### config.mk
export PLATFORM = sky130hd
export DESIGN_NAME = matmul_sequencer
export DESIGN_NICKNAME = d
export VERILOG_FILES = /design/src/rtl/matmul_sequencer.sv
export SDC_FILE = /design/constraint.sdc
export NUM_CORES = 1
export LEC_CHECK = 0
export ABC_CLOCK_PERIOD_IN_PS = 7100
export BUFFER_PORTS_ARGS = -buffer_cell sky130_fd_sc_hd__clkbuf_2
export CORE_ASPECT_RATIO = 0.75
export CORE_MARGIN = 2
export CORE_UTILIZATION = 59
export DETAILED_ROUTE_END_ITERATION = 10
export GPL_ROUTABILITY_DRIVEN = 1
export HOLD_SLACK_MARGIN = 0.08
export PLACE_DENSITY = 0.88
export SLEW_MARGIN = 0
export SYNTH_ARGS = -nofsm -noshare
export SYNTH_HDL_FRONTEND = slang
export SYNTH_SLANG_ARGS = --single-unit
export TNS_END_PERCENT = 30
### constraint.sdc
create_clock -name clk -period 7.1 [get_ports clk]
set_input_delay 0.71 -clock clk [delete_from_list [all_inputs] [get_ports clk]]
set_output_delay 0.71 -clock clk [all_outputs]
set_load 0.01 [all_outputs]
### src/rtl/matmul_sequencer.sv
// Sequences one C = A x B multiply of N x N word matrices held in main memory,
// reading A and B one word per cycle and writing each finished C element back.
module matmul_sequencer #(
    parameter int                N      = 3,
    parameter int                ADDR_W = 17,
    parameter int                DATA_W = 32,
    parameter logic [ADDR_W-1:0] A_BASE = 17'h00200,
    parameter logic [ADDR_W-1:0] B_BASE = 17'h00300,
    parameter logic [ADDR_W-1:0] C_BASE = 17'h00100
) (
    input  logic              clk,
    input  logic              reset,
    input  logic              start,
    output logic              busy,
    output logic              done,
    output logic              mem_read,
    output logic              mem_write,
    output logic [ADDR_W-1:0] mem_addr,
    output logic [DATA_W-1:0] mem_wdata,
    input  logic [DATA_W-1:0] mem_rdata
);

    localparam int IDX_W = (N > 1) ? $clog2(N) : 1;
    localparam logic [IDX_W-1:0] LAST = IDX_W'(N - 1);

    typedef enum logic [2:0] {
        S_IDLE,
        S_RD_A,
        S_RD_B,
        S_WR_C,
        S_DONE
    } state_t;

    state_t            state, state_nxt;
    logic [IDX_W-1:0]  i, j, k;
    logic [DATA_W-1:0] acc, a_reg;

    wire k_last = (k == LAST);
    wire j_last = (j == LAST);
    wire i_last = (i == LAST);

    function automatic logic [ADDR_W-1:0] elem_addr(input logic [ADDR_W-1:0] base,
                                                    input logic [IDX_W-1:0]  row,
                                                    input logic [IDX_W-1:0]  col);
        logic [ADDR_W-1:0] idx;
        idx = ADDR_W'(row) * ADDR_W'(N) + ADDR_W'(col);
        return base + (idx << 2);
    endfunction

    // NOTE: sequential state uses non-blocking assignments so every register
    // samples the pre-edge values of its neighbours, independent of block order.
    always_ff @(posedge clk) begin
        if (reset) begin
            state <= S_IDLE;
            i     <= '0;
            j     <= '0;
            k     <= '0;
            acc   <= '0;
            a_reg <= '0;
        end else begin
            state <= state_nxt;
            unique case (state)
                S_IDLE: begin
                    if (start) begin
                        i   <= '0;
                        j   <= '0;
                        k   <= '0;
                        acc <= '0;
                    end
                end
                S_RD_A: a_reg <= mem_rdata;
                S_RD_B: begin
                    // Product and sum both wrap at DATA_W bits.
                    acc <= acc + a_reg * mem_rdata;
                    if (!k_last) k <= k + 1'b1;
                end
                S_WR_C: begin
                    acc <= '0;
                    k   <= '0;
                    if (j_last) begin
                        j <= '0;
                        i <= i_last ? '0 : i + 1'b1;
                    end else begin
                        j <= j + 1'b1;
                    end
                end
                default: ;
            endcase
        end
    end

    always_comb begin
        state_nxt = state;
        unique case (state)
            S_IDLE:  if (start) state_nxt = S_RD_A;
            S_RD_A:  state_nxt = S_RD_B;
            S_RD_B:  state_nxt = k_last ? S_WR_C : S_RD_A;
            S_WR_C:  state_nxt = (i_last && j_last) ? S_DONE : S_RD_A;
            S_DONE:  state_nxt = S_IDLE;
            default: state_nxt = S_IDLE;
        endcase
    end

    // NOTE: every output gets a default before the case so no path leaves a
    // value held, which would otherwise infer a latch.
    always_comb begin
        busy      = 1'b0;
        done      = 1'b0;
        mem_read  = 1'b0;
        mem_write = 1'b0;
        mem_addr  = '0;
        mem_wdata = '0;
        // Gating with reset silences the reset cycle itself, so a run cut
        // short never issues a partial write.
        if (!reset) begin
            unique case (state)
                S_RD_A: begin
                    busy     = 1'b1;
                    mem_read = 1'b1;
                    mem_addr = elem_addr(A_BASE, i, k);
                end
                S_RD_B: begin
                    busy     = 1'b1;
                    mem_read = 1'b1;
                    mem_addr = elem_addr(B_BASE, k, j);
                end
                S_WR_C: begin
                    busy      = 1'b1;
                    mem_write = 1'b1;
                    mem_addr  = elem_addr(C_BASE, i, j);
                    mem_wdata = acc;
                end
                S_DONE:  done = 1'b1;
                default: ;
            endcase
        end
    end

endmodule

* Word level (Yosys, flattened, before mapping)
Cells that the tools add are included.
Widths: inputs -> output; s select.
** Storage, ports and cells
- Input bits :: 35
- Flip-flop bits (word level) :: 73
- Output and inout port bits :: 53
** Operators by class
- Add/sub/neg operators :: 10
- $mul :: 3
- Reduce and logical (&&, ||, !) cells :: 10
- Equality and inequality tests :: 10
- Multiplexer cells :: 26
** Operators by type and width (number)
- $mux 32 :: 3
- $pmux 32 s3 :: 1
- $pmux 11 s3 :: 1
- $add 32x32->32 :: 1
- $mul 32x32->32 :: 1
- $add 10x7->11 const A :: 2
- $add 4x2->5 :: 3
- $mux 2 :: 6
- $pmux 3 s4 :: 1
- $mux 11 :: 1
- $add 9x7->10 const A :: 1
- $mul 2x2->4 const B :: 2
- $mux 1 :: 8
- $pmux 2 s2 :: 2
- $add 2x1->2 const B :: 3
- $eq 2x2->1 const B :: 3
- $eq 3x2->1 const B :: 2
- $mux 3 :: 2
- $ne 2x2->1 const B :: 3
- $pmux 2 s3 :: 1
- $reduce_and 3->1 :: 2
- $reduce_and 2->1 :: 2
- $eq 3x1->1 const B :: 1
- $eq 3x3->1 const B :: 1
- other kinds (6) :: 6

* Logic depth before layout (Yosys ltp)
- Depth after elaboration :: 5
- Depth in mapped cells :: 29
- Depth with buffers taken out :: 27

* Worst setup path before layout
OpenSTA, ideal clock, no wires.
- Path kind :: input -> register
- Start :: input port mem_rdata[5]
- End :: register acc[29]
- Stages :: 26
- Slack :: -478 ps
- Data arrival time :: 7451 ps
- Cell sequence :: clkbuf_1 clkbuf_1 and2_1 fa_1 fa_1 fa_1 inv_1 fa_1 inv_1 fa_1 inv_1 fa_1 inv_1 fa_1 inv_1 fa_1 inv_1 ha_1 a21o_1 a21o_1 a221oi_4 a31oi_4 o41ai_4 o21bai_2 and4b_1 or3_1
** On the way
- Cells in the longest elaborated chain, start to end :: 3
** RTL lines
- from (decl) :: RTL line 20 : input logic [DATA_W-1:0] mem_rdata
- $mul 32x32->32 :: RTL line 74 : acc <= acc + a_reg * mem_rdata;
- $add 32x32->32 :: RTL line 74
- $pmux 32 s3 :: RTL line 62 : unique case (state)
- to (signal assigned) :: RTL line 74
- to (decl) :: RTL line 36 : logic [DATA_W-1:0] acc, a_reg;
No other way between the ends.
A chain may end at the register's enable or synchronous reset.

* Final worst setup path
- Start :: input port mem_rdata[5]
- End :: register acc[28]
Same word-level chain as after synthesis.

==> metrics.md <==
| Metric | Value |
|---|---|
| DRT iter0 DRCs | ~1600 |
| Slew @ Worst Pin | 1116 ps |
| Arrival @ worst endpoint | 7450 ps |
| CTS Buffer Depth | 2 |
| WP buf/inv | 5 |
| EDFF count, synth | 0 |
| HPWL after detailed placement | roughly 48 mm |
| Hold Fails Final Rpt | 0 |
| Async S/R FF share, synth | 0% |
| Max Cap Viol | 0 |
| CTS Root Cell | clkbuf_16 |
| Clock H-tree levels | 3 |
| PortBufs | 77 |
| Status | finished with violations |
| Share of the synthesized area in the top cell type | 44.03% |
| Clk_skew | 8.432 ps |
| Pin count of the biggest net entering global routing | slightly above 70 |
| Hold Buf Count CTS | 0 |
| Clock-pin slew on the worst setup and hold paths | ~70 ps |
| Sequential area share after synthesis | under 10% |
| Top-count cell post-synth | inv_1 |
| DIE HEIGHT | between 150 and 200 µm |
| Vias per std cell | 5.641 |
| Slowest stage delay, CP | ~560 ps |
| Fillers | between 2000 and 2500 |
| Area grow syn2layout | 12.40% |
| Startpoint Class | input port |
| Crit path max fanout | 8 |
| Pre-CTS WS | -641.2 ps |
| Hold slack | approximately 460 ps |
| Final period utilization | 101.3% |
| Initial Util | between 50% and 60% |
| Top post-synthesis cells by area | fa_1 44%, and2_1 10%, inv_1 9.4%, ha_1 8.4%, dfxtp_1 7.3% |
| Syn avg cell area | ~8.8 µm² |
| Initial antenna violation count | 4 |
| Gp weighted congestion | ~1 |
| Critical path, cell by cell | buf_4 -> and2_1 -> fa_1 -> fa_1 -> fa_1 -> inv_1 -> fa_1 -> inv_2 -> fa_1 -> fa_1 -> fa_1 -> inv_1 -> fa_1 -> inv_2 -> ha_4 -> and3_4 -> a2111oi_4 -> o21ai_2 -> o21ai_2 -> a21o_1 -> a21oi_1 -> or3_1 -> a32o_1 |
| Max VDD drop | 380.1 µV |
| Slowest-stage cell, CP | fa_1 |
| Drt total wl | roughly 60 mm |
| F_max | 139.0 MHz |
| CP required | 7350 ps |
| Ys flop type | dfxtp_1 |
| Slew Viols, Final | 0 |
| FP Rows | between 50 and 60 |
| CTS Sinks | 73 |
| Crit Path Class | input port to flip-flop |
| WL per Instance | about 21 µm |
| Total global routing overflow | 0 |
| Yosys top cell by area | fa_1 |
| Final setup viols | 2 |
| Cell count after synthesis | 2284 |
| HP Class | flip-flop to flip-flop |
| Die Wd | roughly 220 µm |
| Setup_tns | -102.9 ps |
| Synthesis Warnings | 0 |
| GRT Total Usage | between 30% and 40% |
| Drc violations | 0 |
| Final Core Density | 67.23% |
| Io pins | 88 |
| CTS tree | yes |
| CORE AREA | ~0.034 mm² |
| Min cycle time layout | roughly 7000 ps |
| CTS Buf Count | 9 |
| Routed vias | between 15000 and 20000 |
| Share of post-route cells with drive strength above 1 | ~14% |
| Post-synth cell types | 63 |
| Max_slew headroom | 25.61% |
| FF+latch count, synth | between 70 and 80 |
| Inst Count DP | between 2000 and 3000 |
| Setup crit end kind | flip-flop |
| Power density over the cells | approximately 260 mW/mm² |
| Nets | 3032 |
| Vias in the first global route | ~18000 |
| CP top delay family | adder cells |
| RSZ-0062 raised after global routing | true |
| DRT antenna net count | 0 |
| Die Area | about 0.035 mm² |
| Synth cell count leaders | 502 x inv_1, 441 x fa_1, 331 x and2_1 |
| Failing checks | negative setup slack |
| Worst skew pair latency | 360 ps |
| Final setup margin | -91.74 ps |
| Lkg Pwr | ~11 nW |
| Finished Layout Cells | ~2900 |
| Global-route wire length before repair | ~92 mm |
| DRT Pass-1 Iters | 6 |
| CP most frequent cell | fa_1 |
| Mapped cell area | 0.02005 mm² |
path summary, 6_finish.rpt:
check                    start       to  slack, ps  cells after the start
setup / recovery  mem_rdata[5]  acc[28]        -90                     23
hold / removal         acc[27]  acc[27]        460                      2
setup reg to reg     a_reg[14]  acc[28]        -80                     23
hold reg to reg        acc[27]  acc[27]        460                      2
metal layers:
metal  vias up  track usage [%]  routed length (µm)
li1       6920                -                   -
met1      8105            44.08               22090
met2      1023            53.69               27010
met3       193            12.22                7985
met4         6            11.18                2022
met5         -            2.083                  99
layout by cell type (no fill, tap or decap), types with 29 or more instances in the layout:
cell type / netlist / routed
nand2_1: 294 / 294
inv_1: 502 / 487
a21oi_1: 62 / 58
clkbuf_2: 1 / 69
nor3_1: 30 / 29
nor2_1: 57 / 55
and2_1: 331 / 323
buf_4: 11 / 162
ha_1: 134 / 122
dfxtp_1: 73 / 66
xnor2_1: 65 / 65
fa_1: 441 / 435
timing repair:
action | in CTS | in global routing
pin swaps | 9 | 53
gates resized for setup | 11 | 88
setup buffers | 2 | 9
endpoints found under the setup margin | 7 | 10
final cells by class:
class | count | area [µm²] | area share, %
Inverter | 502 | 1884 | 8.360
Antenna cell | 3 | 7.507 | 0.03331
Sequential cell | 73 | 1470 | 6.522
Timing Repair Buffer | 254 | 1868 | 8.288
Clock buffer | 9 | 225.2 | 0.9992
Tap cell | 450 | 563.0 | 2.498
Multi-Input combinational cell | 1582 | 16450 | 73.00
Clock inverter | 7 | 67.56 | 0.2997
cell families (layout without fill, tap and decap cells):
family                   after synthesis  in the layout  share of synthesized area, %
AND/OR/NAND/NOR                      760            760                         19.24
multiplexers                           2              2                        0.1061
flip-flops                            73             73                         7.288
adder cells (fa/ha/maj)              575            575                         52.39
buffers and inverters                638            772                         12.17
other                                  1             13                       0.01870
AO/OA/AOI/OAI                        154            154                         5.254
XOR/XNOR                              81             81                         3.538
through the flow:
step	instance area, µm²	power [mW]
finish	22540	5.884
CTS	22190	5.469
detailed placement	21820	4.890
global route	22540	6.292
floorplan	20160	3.294
global placement	21820	4.750
worst reg2reg max path, stage by stage (launching register included):
cell and delay (ps):
dfxtp_2 370, buf_4 160, and2_1 170, fa_1 560
fa_1 440, fa_1 510, inv_1 70, fa_1 560
inv_2 50, fa_1 500, fa_1 520, fa_1 520
inv_1 60, fa_1 520, inv_2 50, ha_4 260
and3_4 170, a2111oi_4 420, o21ai_2 100, o21ai_2 220
a21o_1 190, a21oi_1 80, or3_1 300, a32o_1 240
power breakdown:
part | switching [mW] | leakage (nW) | internal, mW
logic | 2.67 | 10.5 | 2.22
clock network | 0.241 | 0.143 | 0.249
registers | 0.0479 | 0.596 | 0.449
total | 2.96 | 11.2 | 2.92
Power figures use the tool's default switching activity.
